$ cat src/rtl/mdu_pkg.sv
// Shared encodings and constants for the HI/LO multiply/divide unit.
package mdu_pkg;

  localparam int MDU_ITER = 32;

  typedef enum logic [1:0] {
    OP_MULT  = 2'b00,
    OP_MULTU = 2'b01,
    OP_DIV   = 2'b10,
    OP_DIVU  = 2'b11
  } mdu_op_e;

  typedef enum logic [1:0] {
    ST_IDLE,
    ST_CALC,
    ST_FIX,
    ST_DONE
  } mdu_state_e;

  function automatic logic op_is_signed(input mdu_op_e op);
    return (op == OP_MULT) || (op == OP_DIV);
  endfunction

  function automatic logic op_is_div(input mdu_op_e op);
    return (op == OP_DIV) || (op == OP_DIVU);
  endfunction

endpackage

$ cat src/rtl/mdu_fsm.sv
// Sequencer for the multiply/divide unit: state, iteration counter,
// and the load/step/commit strobes that drive the datapath.
module mdu_fsm
  import mdu_pkg::*;
#(
  parameter int ITER = MDU_ITER
) (
  input  logic clk,
  input  logic rst,
  input  logic start,
  input  logic flush,
  output logic load,
  output logic step,
  output logic commit,
  output logic busy,
  output logic done
);

  localparam int CW = $clog2(ITER);
  localparam logic [CW-1:0] LAST = CW'(ITER - 1);

  mdu_state_e    state_q, state_d;
  logic [CW-1:0] cnt_q, cnt_d;

  // State and iteration counter registers.
  always_ff @(posedge clk or posedge rst) begin
    // NOTE: registers are written with <= so every flop samples the pre-edge values.
    if (rst) begin
      state_q <= ST_IDLE;
      cnt_q   <= '0;
    end else begin
      state_q <= state_d;
      cnt_q   <= cnt_d;
    end
  end

  // Next-state, counter and strobe decode; flush always wins over start.
  always_comb begin
    // NOTE: every output gets a default first so no path can infer a latch.
    state_d = state_q;
    cnt_d   = cnt_q;
    load    = 1'b0;
    step    = 1'b0;
    commit  = 1'b0;
    unique case (state_q)
      ST_IDLE, ST_DONE: begin
        state_d = ST_IDLE;
        if (start && !flush) begin
          state_d = ST_CALC;
          cnt_d   = '0;
          load    = 1'b1;
        end
      end
      ST_CALC: begin
        if (flush) begin
          state_d = ST_IDLE;
        end else begin
          step  = 1'b1;
          cnt_d = cnt_q + CW'(1);
          if (cnt_q == LAST) state_d = ST_FIX;
        end
      end
      ST_FIX: begin
        if (flush) begin
          state_d = ST_IDLE;
        end else begin
          commit  = 1'b1;
          state_d = ST_DONE;
        end
      end
      default: state_d = ST_IDLE;
    endcase
  end

  assign busy = (state_q == ST_CALC) || (state_q == ST_FIX);
  assign done = (state_q == ST_DONE);

endmodule

$ cat src/rtl/mult_div_unit.sv
// Iterative HI/LO multiply/divide unit: shift-add multiply and restoring
// divide on operand magnitudes, with sign correction applied on commit.
module mult_div_unit
  import mdu_pkg::*;
#(
  parameter int data_size = 32
) (
  input  logic                 clk,
  input  logic                 rst,
  input  logic                 start,
  input  logic [1:0]           op,
  input  logic [data_size-1:0] src_a,
  input  logic [data_size-1:0] src_b,
  input  logic                 flush,
  input  logic                 hi_we,
  input  logic                 lo_we,
  input  logic [data_size-1:0] wdata,
  output logic                 busy,
  output logic                 done,
  output logic [data_size-1:0] hi,
  output logic [data_size-1:0] lo
);

  localparam int W = data_size;

  logic load, step, commit;

  mdu_op_e      op_q, op_d;
  logic [W-1:0] a_q, a_d, b_q, b_d;
  logic [W-1:0] hi_q, hi_d, lo_q, lo_d;
  // Multiply: {partial product, remaining multiplier}. Divide: {remainder, quotient}.
  logic [2*W-1:0] acc_q, acc_d;

  logic           sgn, is_div;
  logic [W-1:0]   b_mag;
  logic [W:0]     mul_sum;
  logic [W:0]     div_shift;
  logic           div_ge;
  logic [W-1:0]   div_rem;
  logic [2*W-1:0] prod;
  logic [W-1:0]   quot, rem, res_hi, res_lo;

  function automatic logic [W-1:0] magnitude(input logic [W-1:0] v, input logic signed_op);
    return (signed_op && v[W-1]) ? -v : v;
  endfunction

  mdu_fsm #(.ITER(W)) u_fsm (
    .clk    (clk),
    .rst    (rst),
    .start  (start),
    .flush  (flush),
    .load   (load),
    .step   (step),
    .commit (commit),
    .busy   (busy),
    .done   (done)
  );

  // Datapath registers.
  always_ff @(posedge clk or posedge rst) begin
    // NOTE: operand and accumulator flops are reset too, so no stale operation survives rst.
    if (rst) begin
      op_q  <= OP_MULT;
      a_q   <= '0;
      b_q   <= '0;
      acc_q <= '0;
      hi_q  <= '0;
      lo_q  <= '0;
    end else begin
      op_q  <= op_d;
      a_q   <= a_d;
      b_q   <= b_d;
      acc_q <= acc_d;
      hi_q  <= hi_d;
      lo_q  <= lo_d;
    end
  end

  // One iteration step: shift-add for multiply, restoring shift-subtract for divide.
  always_comb begin
    sgn       = op_is_signed(op_q);
    is_div    = op_is_div(op_q);
    b_mag     = magnitude(b_q, sgn);
    mul_sum   = {1'b0, acc_q[2*W-1:W]} + (acc_q[0] ? {1'b0, b_mag} : '0);
    div_shift = {acc_q[2*W-1:W], acc_q[W-1]};
    div_ge    = (div_shift >= {1'b0, b_mag});
    div_rem   = div_ge ? (div_shift[W-1:0] - b_mag) : div_shift[W-1:0];
  end

  // Operand latch on acceptance and accumulator update.
  always_comb begin
    op_d  = op_q;
    a_d   = a_q;
    b_d   = b_q;
    acc_d = acc_q;
    if (load) begin
      op_d  = mdu_op_e'(op);
      a_d   = src_a;
      b_d   = src_b;
      acc_d = {{W{1'b0}}, magnitude(src_a, op_is_signed(mdu_op_e'(op)))};
    end else if (step) begin
      acc_d = is_div ? {div_rem, acc_q[W-2:0], div_ge}
                     : {mul_sum, acc_q[W-1:1]};
    end
  end

  // Sign correction of the finished magnitudes, including divide-by-zero.
  always_comb begin
    prod = acc_q;
    quot = acc_q[W-1:0];
    rem  = acc_q[2*W-1:W];
    if (sgn && (a_q[W-1] ^ b_q[W-1])) begin
      prod = -prod;
      quot = -quot;
    end
    if (sgn && a_q[W-1]) rem = -rem;
    if (b_q == '0) begin
      quot = '1;
      rem  = a_q;
    end
    res_hi = is_div ? rem  : prod[2*W-1:W];
    res_lo = is_div ? quot : prod[W-1:0];
  end

  // HI/LO update: completed result, or MTHI/MTLO when the unit is not busy.
  always_comb begin
    hi_d = hi_q;
    lo_d = lo_q;
    if (commit) begin
      hi_d = res_hi;
      lo_d = res_lo;
    end else if (!busy) begin
      if (hi_we) hi_d = wdata;
      if (lo_we) lo_d = wdata;
    end
  end

  assign hi = hi_q;
  assign lo = lo_q;

endmodule

$ cat config.mk
export PLATFORM = sky130hd
export DESIGN_NAME = mult_div_unit
export DESIGN_NICKNAME = d
export VERILOG_FILES = /design/src/rtl/mdu_pkg.sv /design/src/rtl/mdu_fsm.sv /design/src/rtl/mult_div_unit.sv
export SDC_FILE = /design/constraint.sdc
export NUM_CORES = 1
export LEC_CHECK = 0
export ABC_AREA = 0
export ABC_CLOCK_PERIOD_IN_PS = 7330
export BUFFER_PORTS_ARGS = -buffer_cell sky130_fd_sc_hd__buf_2
export CAP_MARGIN = 20
export CORE_MARGIN = 2
export CORE_UTILIZATION = 45
export DETAILED_ROUTE_END_ITERATION = 10
export GPL_TIMING_DRIVEN = 0
export PLACE_DENSITY_LB_ADDON = 0.15
export SLEW_MARGIN = 25
export SYNTH_ARGS = -nofsm -noshare
export SYNTH_HDL_FRONTEND = slang
export SYNTH_SLANG_ARGS = --single-unit
$ cat constraint.sdc
create_clock -name clk -period 7.33 [get_ports clk]
set_input_delay 1.466 -clock clk [delete_from_list [all_inputs] [get_ports clk]]
set_output_delay 1.466 -clock clk [all_outputs]
set_load 0.005 [all_outputs]
Yosys cells after proc, flatten, opt, wreduce, memory -nomap -nowiden
Index checks and enable logic that the tools add are counted.
{ "classes": {"order_cmp": 1, "muxes": 33, "n_addsub": 8, "bitwise": 1, "n_reduce_logical": 22, "n_eq_ne": 11} }
{ "op_table": {"columns": ["operator", "count"], "rows": [
  ["two-way mux 32 bit", 16],
  ["two-way mux 64 bit", 4],
  ["negation 32 bit", 4],
  ["negation 64 bit", 1],
  ["adder 32 x 32 -> 33 bit", 1],
  [">= comparator 33 x 32 -> 1 bit", 1],
  ["logical NOT 32 bit", 1],
  ["subtractor 32 bit", 1],
  ["== test 2 bit (second input constant)", 5],
  ["two-way mux 5 bit", 2],
  ["case mux 5 bit (2 select lines)", 1],
  ["nonzero test 2 bit", 4],
  ["logical NOT 2 bit", 3],
  ["two-way mux 1 bit", 6],
  ["two-way mux 2 bit", 3],
  ["case mux 2 bit (3 select lines)", 1],
  ["adder 5 x 1 -> 5 bit (second input constant)", 1],
  ["== test 5 bit (second input constant)", 1],
  ["logical AND 1 bit", 5],
  ["logical OR 1 bit", 4],
  ["inequality test 2 x 1 -> 1 bit (second input constant)", 2],
  ["AND reduction 2 bit", 2],
  ["inequality test 3 x 2 -> 1 bit (second input constant)", 1],
  ["AND reduction 3 bit", 1],
  ["other kinds (5)", 5]
]} }
{ "word_totals": {"regBits": 201, "in_bits": 104, "wordCells": 84, "out_inout_bits": 66} }

Logic depth before layout (Yosys ltp)
{ "depth": {"depth_word": 9, "depth_mapped": 20, "depth_no_buf": 19} }

By module
Synthesis repeated with hierarchy kept, for this count alone.
{ "unflattened": {"cells_unflattened": 2027, "area_unflattened_um2": 16864.9} }
{ "by_module_without_submodules": {"columns": ["module", "cells_each", "n_inst", "seq_area_each_um2", "area_each_um2"], "rows": [
  ["mult_div_unit", 1985, 1, 4854.7, 16422.0],
  ["mdu_fsm", 42, 1, 175.2, 442.9]
]} }

Least setup slack after synthesis
Ideal clock, no wire load.
{ "synth_timing": {"kind": "register to register", "startpoint": "register b_q[7]", "endpoint": "register acc_q[53]", "required_time_ns": 7.192, "path_stages_with_launch": 18, "setup_ns": 0.138, "arrival_ns": 4.700, "slack_ns": 2.491, "n_path_buf": 3, "synth_period_minus_slack_ns": 4.839, "cell_sequence": "dfrtp_1 or4_1 or4_1 nor3b_1 nand2_1 nand2_1 xor2_1 ha_1 clkbuf_1 nand2_1 o41ai_1 and3_1 or2_2 clkbuf_1 clkbuf_1 nor2_1 a222oi_1 o21ai_0"} }
{ "synth_between": {"elab_chain_cells": 7, "elab_cells_between_ends": 10, "classes_between": "add/sub (3); order compare (1); mux (6)"} }
{ "synth_rtl": {"columns": ["item", "line_no", "rtl"], "rows": [
  ["start: declaration", "mult_div_unit.sv:29", "logic [W-1:0] a_q, a_d, b_q, b_d;"],
  ["start signal: assignment", "mult_div_unit.sv:65", "b_q <= '0;"],
  ["start signal: assignment", "mult_div_unit.sv:72", "b_q <= b_d;"],
  ["negation 32 bit", "mult_div_unit.sv:44", "return (signed_op && v[W-1]) ? -v : v;"],
  ["two-way mux 32 bit (*)", "mult_div_unit.sv:44", null],
  ["two-way mux 32 bit, or another cell as far along", "mult_div_unit.sv:84", "mul_sum = {1'b0, acc_q[2*W-1:W]} + (acc_q[0] ? {1'b0, b_mag} : '0);"],
  ["adder 32 x 32 -> 33 bit / two-way mux 32 bit (equally long branches)", "mult_div_unit.sv:84, mult_div_unit.sv:87", null],
  ["two-way mux 64 bit (*)", "mult_div_unit.sv:102", "acc_d = is_div ? {div_rem, acc_q[W-2:0], div_ge}"],
  ["two-way mux 64 bit (*)", "mult_div_unit.sv:101", "end else if (step) begin"],
  ["two-way mux 64 bit (*)", "mult_div_unit.sv:96", "if (load) begin"],
  ["end signal: assignment", "mult_div_unit.sv:66", "acc_q <= '0;"],
  ["end signal: assignment", "mult_div_unit.sv:73", "acc_q <= acc_d;"],
  ["end: declaration", "mult_div_unit.sv:32", "logic [2*W-1:0] acc_q, acc_d;"]
]} }
Mark *: on every way between the ends. The rest lies on a longest branch, timed or not. The select of a mux whose other input is x is not followed.
A chain may end at the register's enable or synchronous reset.

Final worst setup path
{ "layout_timing": {"startpoint": "register b_q[0]", "endpoint": "register acc_q[53]"} }
Same word-level chain as after synthesis.

==> results.toml <==
[sta]
hold_viol_final = 0
final-setup-viol-count = 0
slew_violations = 0
max_clock_freq_ghz = 0.152
slew_headroom_pct = 24.4
clock_skew_ps = 15.0
fin_crit_sh_pct = 89.5
fin_crit_ps = 6560
tightest_slew_ps = 1130
rsz0062_at_grt = "false"

[synthesis]
netlist.area_leader.share_pct = 30.3
async_reset_ff_share_pct = 100
yosysTopAreaCell = "dfrtp_1"
ys_top_cells_by_count = "nand2_1, dfrtp_1, o21ai_0, clkbuf_1, nor2_1"
synth_simple_gate_area_share_pct = 21.5
synth_compound_area_share_pct = 24.3
synth_area_um2 = 16600
ys_seq_area_share_pct = 30.3
synth_xor_area_share_pct = 10.3
synth_fp_nets = 2309
avgSynthCellArea_um2 = 7.79
synthTopCellsByArea = "dfrtp_1, nand2_1, xnor2_1, ha_1, o21ai_0"
syn_inst = 2130
synth_fa_ha_area_share_pct = 5.75
synth_top_family_by_area = "compound AO/OA/AOI/OAI gates"
ys.flop_type = "dfrtp_1"
synth_edf_count = 0
ys_seq_elements = 201
ys_warn_count = 0
ys_types = 75
muxShareOfSynthArea_pct = 3.08
synth.most_common_cell = "nand2_1"

[place]
dp.final_hpwl_mm = 53.9
place.gp.congestion = 1.03
dp_cells = 2770
portBuffers = 169

[clocking]
htreeDepth = 1
cts_buffer_depth = 3
insertion_delay_ps = 560
cts_buffers = 26
cts.sink_count = 201
cts_setup_buffers = 0
ctsHoldBuffers = 0
cts_root_buf = "clkbuf_16"
tritoncts = "built"
clk_transition_reported_paths_ps = 60

[power_and_ir_drop]
leakage_nw = 8.53
p_per_area_nw_per_um2 = 277
pwr-share-seq_pct = 28.5
intPower_mw = 2.96
switching_share_pct = 43.8
p_sw_mw = 2.31
vdd_drop_max_mv = 0.198
p_comb_share_pct = 45.9
clkPwrFrac_pct = 25.6

[global_route]
antenna_found_initial = 2
grt_first_pass_wirelength_mm = 99.9
grt_pass1_vias = 16500
grt_max_degree = 79
grt-ovfl-total = 0
grtUsageTotal_pct = 34.1

[final_layout]
finalNonFillerCells = 2818
nNetsFinal = 2509
antennaDiodeCount = 0
drive_gt1_share_pct = 10.7
fillers = 3593
final_util_pct = 52.2
area_growth_pct = 14.6

[worst_setup_path]
critical_path_required_ps = 7720
end_kind = "flip-flop"
path_class = "flip-flop to flip-flop"
cp-start-kind = "flip-flop"
worstPathArrival_ps = 6950
critical_path.max_fanout = 10

[floorplanning]
start_util_pct = 45.5
fp.dieW_um = 196
die_h_um = 196
io_pins = 170
die-area_um2 = 38400
rows = 70
coreArea_um2 = 36400

[drt]
drt_iter0_drc = 1193
vias = 17000
wirelength_mm = 66.4
routedWlPerCell_um = 23.6
ant_nets = 0
drt_pre_antenna_iters = 6
drcViolationCount = 0
via_per_inst = 6.05

[job]
maxCapViolCount = 0

[hold_path]
hold_path.class = "flip-flop to flip-flop"

[outcome]
status = "finished clean"
## power by group through the flow
stage / registers (mW) / clock network [mW] / logic (mW)
6_report: 1.50 / 1.35 / 2.42
5_1_grt: 1.52 / 1.41 / 2.64
4_1_cts: 1.50 / 1.36 / 2.38
3_5_place_dp: 1.51 / 0 / 2.37
3_3_place_gp: 1.51 / 0 / 2.35
2_1_floorplan: 1.42 / 0 / 1.65
## layout make-up
cell class / instances / area (um^2) / share of cell area [%]
clock inverters: 14 / 166 / 0.875
flip-flops and latches: 201 / 5030 / 26.4
multi-input cells: 1728 / 10800 / 56.8
repair buffers: 172 / 916 / 4.82
clock buffers: 34 / 741 / 3.89
inverters: 42 / 165 / 0.868
well taps: 468 / 586 / 3.08
plain buffers: 159 / 617 / 3.24
## cell families after synthesis
group	after synthesis
muxes	51
buffers and inverters	201
and+or+nand+nor	788
adders and majority gates	75
xor gates and xnor gates	196
DFF	201
AOI/OAI and AO/OA	618
## critical path, cell delays in order (launching register included)
cell	delay, ps
dfrtp_1	420
or4_1	580
nor4_1	690
nor3b_2	510
a21oi_1	150
xnor2_1	190
ha_1	290
clkbuf_1	320
nand4_1	270
nor4_1	660
nand4_1	300
nand4_1	270
or2_2	140
clkbuf_1	380
clkbuf_1	570
nor2_1	190
a222oi_1	250
o21ai_0	210
## timing repair
| item | in CTS | in global routing |
|---|---|---|
| setup endpoints to repair | 0 | 1 |
| hold endpoints to repair | 0 | 0 |
| resized for setup | 0 | 1 |
## routing by layer
metal	global-route usage (%)	wire, um
met5	0	27
met1	41.8	27000
met2	59.2	31900
met4	17.1	3830
met3	4.07	3710
## path summary, 6_finish.rpt
check                                         start                     to  slack (ps)  cells past startpoint
worst max-delay path             b_q[0]$_DFFE_PP0P_  acc_q[53]$_DFFE_PP0P_         770                     17
worst min-delay path            a_q[19]$_DFFE_PP0P_    a_q[19]$_DFFE_PP0P_         490                      2
worst max register to register   b_q[0]$_DFFE_PP0P_  acc_q[53]$_DFFE_PP0P_         770                     17
worst min register to register  a_q[19]$_DFFE_PP0P_    a_q[19]$_DFFE_PP0P_         490                      2
max in group asynchronous                       rst    b_q[28]$_DFFE_PP0P_        5300                      4
min in group asynchronous                       rst     lo[12]$_DFFE_PP0P_         930                      2
## stage by stage
stage	total power [mW]	setup WS [ps]	hold WS, ps	TNS [ps]	instance area [um^2]
3_3_place_gp	3.87	-2060	470	-406590	18000
6_report	5.27	770	488	0	19000
5_1_grt	5.57	196	515	0	19000
4_1_cts	5.24	507	491	0	19000
2_1_floorplan	3.08	382	440	0	16600
3_5_place_dp	3.89	528	477	0	18100
## layout by cell type, fill, tap and decap left out, types with 6 or more instances in the layout
cell	count
a211oi_1	34
a21boi_0	6
a21o_1	25
a21oi_1	122
a221oi_1	21
a22o_1	9
a22oi_1	16
a31oi_1	49
a32oi_1	11
and2_1	6
and3_1	34
buf_2	172
clkbuf_1	149
clkbuf_16	26
clkbuf_8	6
clkinv_2	7
dfrtp_1	201
ha_1	73
inv_1	40
mux2i_1	50
nand2_1	409
nand2b_1	10
nand3_1	31
nand4_1	20
nor2_1	126
nor2b_1	13
nor3_1	47
nor4_1	28
o211ai_1	46
o21a_1	8
o21ai_0	165
o21bai_1	13
o31ai_1	31
o41ai_1	13
or2_2	7
or3_1	17
or4_1	20
xnor2_1	114
xor2_1	82
## flip-flops by register name, summed over array words and instances, names as in the netlist
name,flops
op_q,2
hi,32
u_fsm.cnt_q,5
b_q,32
acc_q,64
lo,32
a_q,32
u_fsm.state_q,2
No activity file was read; power rests on OpenSTA's default activity.
